===== src/rtl/ifu_fetch.sv =====
// Instruction fetch stage: owns the PC, fetches words over a req/ack handshake and
// hands them to the decoder through a one-entry valid/ready register.
module ifu_fetch #(
  parameter logic [31:0] RESET_PC = 32'h0000_0000
) (
  input  logic        clk,
  input  logic        rst,
  output logic        imem_req,
  output logic [31:0] imem_addr,
  input  logic        imem_ack,
  input  logic [31:0] imem_rdata,
  input  logic        redirect_valid,
  input  logic [31:0] redirect_pc,
  output logic        instr_valid,
  input  logic        instr_ready,
  output logic [31:0] instr,
  output logic [31:0] instr_pc
);

  localparam logic [31:0] Nop = 32'h0000_0013;

  typedef enum logic [1:0] {StFetch, StWait, StKill} state_e;

  state_e      state_q, state_d;
  logic [31:0] pc_q, pc_d;
  logic [31:0] req_addr_q, req_addr_d;
  logic [31:0] instr_q, instr_d;
  logic [31:0] instr_pc_q, instr_pc_d;
  logic        instr_valid_q, instr_valid_d;
  logic        issue;

  // A new fetch may only start when the output slot is free or draining this cycle.
  always_comb begin
    issue     = (state_q == StFetch) && (!instr_valid_q || instr_ready);
    imem_req  = !rst && (issue || (state_q != StFetch));
    imem_addr = (state_q == StFetch) ? pc_q : req_addr_q;
  end

  always_comb begin
    state_d       = state_q;
    pc_d          = pc_q;
    req_addr_d    = req_addr_q;
    instr_d       = instr_q;
    instr_pc_d    = instr_pc_q;
    instr_valid_d = instr_valid_q;

    if (instr_valid_q && instr_ready) begin
      instr_valid_d = 1'b0;
    end
    if (issue) begin
      req_addr_d = pc_q;
    end

    if (redirect_valid) begin
      pc_d          = redirect_pc & ~32'h3;
      instr_valid_d = 1'b0;
      // An unacked request must still be drained from memory and its data dropped.
      state_d       = (imem_req && !imem_ack) ? StKill : StFetch;
    end else begin
      unique case (state_q)
        StFetch: begin
          if (issue) begin
            if (imem_ack) begin
              instr_d       = imem_rdata;
              instr_pc_d    = pc_q;
              instr_valid_d = 1'b1;
              pc_d          = pc_q + 32'd4;
            end else begin
              state_d = StWait;
            end
          end
        end
        StWait: begin
          if (imem_ack) begin
            instr_d       = imem_rdata;
            instr_pc_d    = req_addr_q;
            instr_valid_d = 1'b1;
            pc_d          = req_addr_q + 32'd4;
            state_d       = StFetch;
          end
        end
        StKill: begin
          if (imem_ack) begin
            state_d = StFetch;
          end
        end
        default: state_d = StFetch;
      endcase
    end
  end

  always_ff @(posedge clk or posedge rst) begin
    if (rst) begin
      state_q       <= StFetch;
      pc_q          <= RESET_PC;
      req_addr_q    <= 32'h0;
      instr_q       <= Nop;
      instr_pc_q    <= 32'h0;
      instr_valid_q <= 1'b0;
    end else begin
      state_q       <= state_d;
      pc_q          <= pc_d;
      req_addr_q    <= req_addr_d;
      instr_q       <= instr_d;
      instr_pc_q    <= instr_pc_d;
      instr_valid_q <= instr_valid_d;
    end
  end

  always_comb begin
    instr_valid = instr_valid_q;
    instr       = instr_q;
    instr_pc    = instr_pc_q;
  end

endmodule


===== config.mk =====
export PLATFORM = sky130hd
export DESIGN_NAME = ifu_fetch
export DESIGN_NICKNAME = d
export VERILOG_FILES = /design/src/rtl/ifu_fetch.sv
export SDC_FILE = /design/constraint.sdc
export NUM_CORES = 1
export LEC_CHECK = 0
export ABC_CLOCK_PERIOD_IN_PS = 10000
export CAP_MARGIN = 20
export CELL_PAD_IN_SITES_DETAIL_PLACEMENT = 0
export CELL_PAD_IN_SITES_GLOBAL_PLACEMENT = 1
export CORE_MARGIN = 4
export CORE_UTILIZATION = 35
export DETAILED_ROUTE_END_ITERATION = 8
export GPL_ROUTABILITY_DRIVEN = 0
export PLACE_DENSITY_LB_ADDON = 0.3
export SLEW_MARGIN = 5
export SYNTH_ARGS = -nofsm -noshare
export SYNTH_HDL_FRONTEND = slang
export SYNTH_SLANG_ARGS = --single-unit

===== constraint.sdc =====
create_clock -name clk -period 10 [get_ports clk]
set_input_delay 1.5 -clock clk [delete_from_list [all_inputs] [get_ports clk]]
set_output_delay 1.5 -clock clk [all_outputs]
set_load 0.02 [all_outputs]

# Word-level counts from Yosys, hierarchy flattened
# Index checks and enable logic that the tools add are counted.
[totals]
ff_bits = 131
input_bits = 69
output_inout_bits = 98
word_cells = 61
[op_classes]
addsub = 2
eq_ne = 10
mux = 24
bitwise_logic = 1
reduce_logical = 18
[op_table]
columns = ["operator", "count"]
rows = [
  ["2-to-1 mux 32 bit", 10],
  ["one-hot mux 32 bit (2 select lines)", 3],
  ["adder 32 x 3 -> 32 bit, second input constant", 2],
  ["!= test 3 bit, second input constant", 4],
  ["2-to-1 mux 2 bit", 5],
  ["!= test 2 bit, second input constant", 3],
  ["AND reduction 3 bit", 2],
  ["AND reduction 5 bit", 1],
  ["logical AND 1 bit", 4],
  ["2-to-1 mux 1 bit", 4],
  ["one-hot mux 2 bit (2 select lines)", 1],
  ["AND reduction 4 bit", 1],
  ["nonzero test 2 bit", 2],
  ["zero test 1 bit", 3],
  ["!= test 3 x 1 -> 1 bit, second input constant", 1],
  ["nonzero test 3 bit", 1],
  ["equality test 2 x 1 -> 1 bit, second input constant", 1],
  ["equality test 2 bit, second input constant", 1],
  ["zero test 2 bit", 1],
  ["logical OR 1 bit", 2],
  ["one-hot mux 1 bit (2 select lines)", 1],
  ["OR reduction 2 bit", 1],
  ["inverter 1 bit", 1],
]

# Longest topological paths before layout
# Gate-level depths: netlist (run 1).
[logic_depth]
depth_word = 8
mapped_depth = 15
mapped_depth_nobuf = 10

# Least setup slack after synthesis (run 1)
# Ideal clock, no wire load.
[synth_timing]
path_type = "input to output"
from = "input port instr_ready"
to = "output port imem_req"
arrival_ps = 1961
t_required_ps = 8500
setup_slack_ps = 6539
path_stages = 2
path_buffers = 0
cell_sequence = "nor2b_1 -> a21oi_1"
[synth_between]
elab_chain_cells = 4
[synth_lines]
columns = ["item", "line_no", "text"]
rows = [
  ["start, declared", "15", "input logic instr_ready,"],
  ["logical OR 1 bit", "34", "issue = (state_q == StFetch) && (!instr_valid_q || instr_ready);"],
  ["logical AND 1 bit", "34", ""],
  ["logical OR 1 bit", "35", "imem_req = !rst && (issue || (state_q != StFetch));"],
  ["logical AND 1 bit", "35", ""],
  ["end, declared", "8", "output logic imem_req,"],
]
# No other way between the ends.

# Worst setup path after layout (run 1)
# Same ends and word-level chain as after synthesis.

==> impl_metrics.py, run 1 <==
metrics = {
    "drt": {
        "wl_per_cell_um": 17.46,
        "firstDrtPassIters": 4,
        "num_vias": 5591,
        "drcViolationCount": 0,
        "ant_nets": 0,
        "initialDrtViolationCount": 284,
        "viasPerCell": 5.032,
        "routed_wl_um": 19400,
    },
    "cts": {
        "cts_hold_buf": 0,
        "numCtsBuffers": 17,
        "cts_tree": "done",
        "cts_resized": 0,
        "clk_latency_ns": 0.42,
        "cts_root_buf": "clkbuf_16",
        "postCtsSetupBuffers": 0,
        "clock_sinks": 131,
        "cts_max_level": 4,
        "cts_buffer_depth": 2,
        "clk_pin_slew_ns": 0.06,
    },
    "final_layout": {
        "final_area_um2": 9216,
        "syn2layout_area_growth_pct": 36.53,
        "fin_nets": 910,
        "n_antenna_cell": 0,
        "drive_gt1_share_pct": 14.92,
        "nFillCells": 1735,
    },
    "global_route": {
        "grt_max_degree": 107,
        "antenna_found_initial": 0,
        "grt_pass1_wl_um": 31270,
        "grt_pass1_vias": 5805,
        "grtUsageTotal_pct": 18.05,
        "gr-total-overflow": 0,
    },
    "flow_run": {
        "cap_violations": 0,
    },
    "setup_path": {
        "critPathKind": "input pin to output pin",
        "arrival_ns": 2.88,
        "critPathCaptureType": "output pin",
        "path_cells": "clkdlybuf4s50_1, nor2b_1, a21oi_1, clkdlybuf4s50_1",
        "reg2reg_to": "pc_q[30]",
        "worstPathRequired_ns": 8.50,
        "slowest_stage": "clkdlybuf4s50_1",
        "slowest_delay_ns": 0.60,
        "crit_end": "imem_req",
        "rr_startpoint": "state_q[1]",
        "reg2regPathDepth": 11,
        "startpoint": "instr_ready",
        "critPathMostFrequentCell": "clkdlybuf4s50_1",
        "start_kind": "input pin",
        "critPathMaxFanout": 4,
        "r2r_slack_ns": 6.10,
    },
    "synth": {
        "yosysMostFrequentCell": "nand2_1",
        "synth_nets": 760,
        "synthTopCellsByArea": "dfrtp_1 (47%), mux2_2 (11%), nand2_1 (10%)",
        "syn_avg_cell_area_um2": 9.811,
        "yosysUniqueCellTypes": 50,
        "synthArstFlopShare_pct": 100.0,
        "synth.top_cell.area_share_pct": 47.45,
        "synthTopCellsByCount": "nand2_1 (187), dfrtp_1 (128), mux2_2 (68), o21ai_0 (47), clkbuf_1 (31)",
        "synth_edf_count": 0,
        "yosys.area.top_type": "dfrtp_1",
        "synthFlopType": "dfrtp_1",
        "ys_seq_area_share_pct": 48.62,
        "synthCells": 688,
        "synth_seq_cells": 131,
        "netlist_area_um2": 6750,
        "synth_warnings": 0,
    },
    "timing": {
        "rsz0062_at_grt": "false",
        "fin_skew_ns": 0.009943,
        "fin_crit_ns": 4.379,
        "tns_ns": 0,
        "setup_viol": 0,
        "clock.fmax_mhz": 228.4,
        "final-hold-violation-count": 0,
        "worst-slew-pin-transition_ns": 1.075,
        "slew-limit-headroom_pct": 28.32,
        "final_max_slew_viol_count": 0,
        "period_share_pct": 43.79,
    },
    "place": {
        "dpl_cell_area_um2": 8588,
        "dp_hpwl_um": 12740,
        "io_buffer_count": 164,
    },
    "floorplan": {
        "io_pins": 167,
        "rows": 50,
        "dieArea_um2": 21570,
        "start_util_pct": 35.85,
        "fp.dieW_um": 146.9,
        "die_h_um": 146.9,
        "core-area_um2": 18830,
    },
    "outcome": {
        "status": "completed",
    },
    "power": {
        "vdd_ir_drop_max_uv": 122.1,
        "p_leak_nw": 3.924,
        "power.density_nw_per_um2": 237.1,
    },
    "worst_hold_path": {
        "min-delay-start": "instr[4]",
        "hold_class": "register to register",
    },
}
final cells by class:
cell class,instances,area [µm²],share of cell area (%)
clock buffers,17,425.4,4.616
clock inverters,15,147.6,1.602
inverters,6,25.02,0.2715
multi-input cells,509,3267,35.45
flip-flops and latches,131,3282,35.61
well taps,260,325.3,3.530
repair buffers,173,1744,18.92
cells in the final DEF, fill, tap and decap left out, types with 2 or more instances in the layout:
cell	netlist	layout
a211oi_1	5	5
a221oi_1	2	2
or3_1	2	2
nor3_1	5	5
a22oi_1	3	3
xor2_1	13	13
xnor2_1	11	11
inv_6	0	6
o21ai_0	47	47
nand3b_4	3	3
nor2_1	19	18
clkdlybuf4s50_1	0	163
clkbuf_16	0	17
dfstp_2	3	3
o21ai_1	5	5
nand2b_1	3	2
o31ai_1	2	2
inv_1	6	5
a21o_1	4	4
nand3_1	17	17
clkinvlp_4	0	6
buf_16	0	2
mux2i_1	29	29
o221ai_1	8	8
buf_4	2	7
a32o_1	2	2
mux2_2	68	68
nand4_1	9	9
a21oi_1	27	27
nor2b_1	5	5
nand3_2	2	2
nand2_1	187	187
nand4b_1	2	2
ha_2	0	2
nand3b_1	6	6
dfrtp_1	128	128
nor3b_1	7	7
how the worst min path moves through the flow:
stage                          end  cells after the start  slack, ns
after floorplan           instr[0]                      2       0.49
after global placement    instr[4]                      2       0.45
after detailed placement  instr[0]                      2       0.45
after CTS                 instr[0]                      2       0.46
after global routing      instr[3]                      2       0.49
final                     instr[4]                      2       0.46
where the power goes:
group	internal, W	leakage (nW)	switching [W]	total (W)
clock	0.000348	0.262	0.000262	0.000610
sequential	0.000668	1.63	0.000112	0.000780
combinational	0.000380	2.04	0.000416	0.000795
total	0.00140	3.92	0.000790	0.00218
state kept, by name, indices dropped and copies added, names as in the netlist:
signal,count
state_q,2
instr_valid,1
pc_q,32
req_addr_q,32
instr,32
instr_pc,32
layer usage:
| metal | track usage, % | part of all wire, % |
|---|---|---|
| met3 | 6.570 | 8.6 |
| met5 | 0 | 0 |
| met2 | 29.13 | 47 |
| met4 | 5.362 | 1.3 |
| met1 | 22.77 | 43 |
per-stage QoR:
step           utilization [%]  total power, W  setup WS (ns)  std cells  hold WS [ns]
4_1_cts                  48.65        0.002207          5.620       1109        0.4626
3_3_place_gp             45.61        0.001569          5.619       1077        0.4476
5_1_grt                  48.94        0.002311          5.537       1111        0.4924
2_1_floorplan                -        0.001222          5.007        688        0.4915
6_report                 48.94        0.002185          5.621       1111        0.4594
3_5_place_dp             45.61        0.001585          5.625       1077        0.4516
kinds of logic after synthesis:
kind of cell	share of synthesized area, %
flops	48.62
buf+inv	3.206
simple gates	18.33
mux	15.64
compound gates	10.53
fa+ha+maj	0.5561
xor+xnor	3.114
worst max-delay path, delay by kind of cell:
family	cells	cell delay [ns]
simple gates	1	0.24
buf+inv	2	1.01
compound gates	1	0.13
Note: power is estimated with default switching activity, not from simulation.
==> inputs of run 2 (changes only) <==
--- a/config.mk
+++ b/config.mk
@@ -5,7 +5,7 @@
 export SDC_FILE = /design/constraint.sdc
 export NUM_CORES = 1
 export LEC_CHECK = 0
-export ABC_CLOCK_PERIOD_IN_PS = 10000
+export ABC_CLOCK_PERIOD_IN_PS = 4300
 export CAP_MARGIN = 20
 export CELL_PAD_IN_SITES_DETAIL_PLACEMENT = 0
 export CELL_PAD_IN_SITES_GLOBAL_PLACEMENT = 1
==> constraint.sdc (replaced) <==
create_clock -name clk -period 4.3 [get_ports clk]
set_input_delay 0.645 -clock clk [delete_from_list [all_inputs] [get_ports clk]]
set_output_delay 0.645 -clock clk [all_outputs]
set_load 0.02 [all_outputs]
==> run 2 against run 1 <==
  * Sequential share of layout area fell by 0.14 points
  * Setup slack got worse by 4.9 ns
  * Non-clock buffer count rose by 1
  * Largest cell class unchanged
==> impl_metrics.py, run 2 (synthesized netlist as in run 1, its figures left out) <==
metrics = {
    "outcome": {
        "status": "completed",
    },
    "global_route": {
        "grtUsageTotal_pct": 18.62,
        "grt_max_degree": 68,
        "antenna_found_initial": 0,
        "gr-total-overflow": 0,
        "grt_pass1_vias": 6110,
        "grt_pass1_wl_um": 32240,
    },
    "setup_path": {
        "critPathKind": "register to output pin",
        "critPathCaptureType": "output pin",
        "critPathMaxFanout": 32,
        "start_kind": "register",
        "worstPathRequired_ns": 3.65,
        "arrival_ns": 2.89,
    },
    "cts": {
        "cts_max_level": 4,
        "postCtsSetupBuffers": 0,
        "clk_latency_ns": 0.42,
        "cts_hold_buf": 0,
        "cts_buffer_depth": 2,
        "clk_pin_slew_ns": 0.06,
        "cts_tree": "done",
        "numCtsBuffers": 17,
        "cts_root_buf": "clkbuf_16",
        "cts_resized": 0,
        "clock_sinks": 131,
    },
    "timing": {
        "tns_ns": 0,
        "period_share_pct": 82.32,
        "slew-limit-headroom_pct": 40.25,
        "worst-slew-pin-transition_ns": 0.8962,
        "clock.fmax_mhz": 282.5,
        "final-hold-violation-count": 0,
        "fin_skew_ns": 0.009924,
        "final_max_slew_viol_count": 0,
        "setup_viol": 0,
        "rsz0062_at_grt": "false",
        "fin_crit_ns": 3.540,
    },
    "drt": {
        "wl_per_cell_um": 17.77,
        "drcViolationCount": 0,
        "viasPerCell": 5.061,
        "routed_wl_um": 19760,
        "num_vias": 5628,
        "firstDrtPassIters": 4,
        "ant_nets": 0,
        "initialDrtViolationCount": 360,
    },
    "place": {
        "io_buffer_count": 164,
        "dpl_cell_area_um2": 8648,
        "place_inst": 1080,
        "dp_hpwl_um": 13290,
    },
    "floorplan": {
        "io_pins": 167,
        "rows": 50,
        "dieArea_um2": 21570,
        "die_h_um": 146.9,
        "start_util_pct": 35.85,
        "core-area_um2": 18830,
        "fp.dieW_um": 146.9,
    },
    "worst_hold_path": {
        "hold_class": "register to register",
    },
    "final_layout": {
        "fin_nets": 911,
        "final_common_cell": "nand2_1",
        "drive_gt1_share_pct": 14.55,
        "nFillCells": 1726,
        "n_antenna_cell": 0,
        "layout_common_cells": "nand2_1 (187), clkdlybuf4s50_1 (163), dfrtp_1 (128)",
        "final_util_pct": 49.14,
        "final_area_um2": 9254,
        "instances_no_fill": 1112,
        "syn2layout_area_growth_pct": 37.09,
    },
    "power": {
        "power.density_nw_per_um2": 560.5,
        "p_total_w": 0.005187,
        "vdd_ir_drop_max_uv": 311.1,
        "p_leak_nw": 3.955,
    },
    "flow_run": {
        "cap_violations": 0,
    },
}
-- run 2: final cells by class --
cell class              instances  area [µm²]  area share (%)
clock buffers                  24       481.7           5.206
clock inverters                 8       123.9           1.339
inverters                       6       25.02          0.2704
multi-input cells             509        3267           35.30
flip-flops and latches        131        3282           35.47
well taps                     260       325.3           3.515
repair buffers                174        1749           18.90
-- run 2: where the power goes --
part | internal (W) | switching, W
clock | 0.000959 | 0.000559
combinational | 0.000885 | 0.000968
sequential | 0.00155 | 0.000263
total | 0.00340 | 0.00179
-- run 2: per-stage QoR --
step | setup slack (ns) | hold WS, ns
2_1_floorplan | 0.1623 | 0.4915
6_report | 0.7602 | 0.4583
5_1_grt | 0.6459 | 0.4937
3_5_place_dp | 1.139 | 0.4536
3_3_place_gp | 1.168 | 0.4459
4_1_cts | 0.7323 | 0.4628
-- run 2: layer usage --
metal,global-route usage (%),up-vias,part of all wire [%]
li1,-,2684,-
met1,22.83,2747,43
met2,30.38,174,47
met3,7.372,23,8.2
met4,5.597,0,1.6
met5,0,-,0
-- run 2: worst max-delay path: stages (launching register included) --
cell             delay, ns
dfrtp_1               0.38
inv_1                 0.08
ha_2                  0.73
buf_4                 0.33
mux2_2                0.38
clkdlybuf4s50_1       0.56
-- run 2: path summary, 6_finish.rpt --
kind                       cells after the start  startpoint  slack [ns]             end
min in group asynchronous                      2         rst        0.77     instr_pc[2]
max reg2reg                                   10  state_q[1]        1.15        pc_q[30]
min reg2reg                                    2    instr[4]        0.46        instr[4]
max                                            5  state_q[1]        0.76   imem_addr[31]
max in group asynchronous                      3         rst        2.60  req_addr_q[30]
min                                            2    instr[4]        0.46        instr[4]
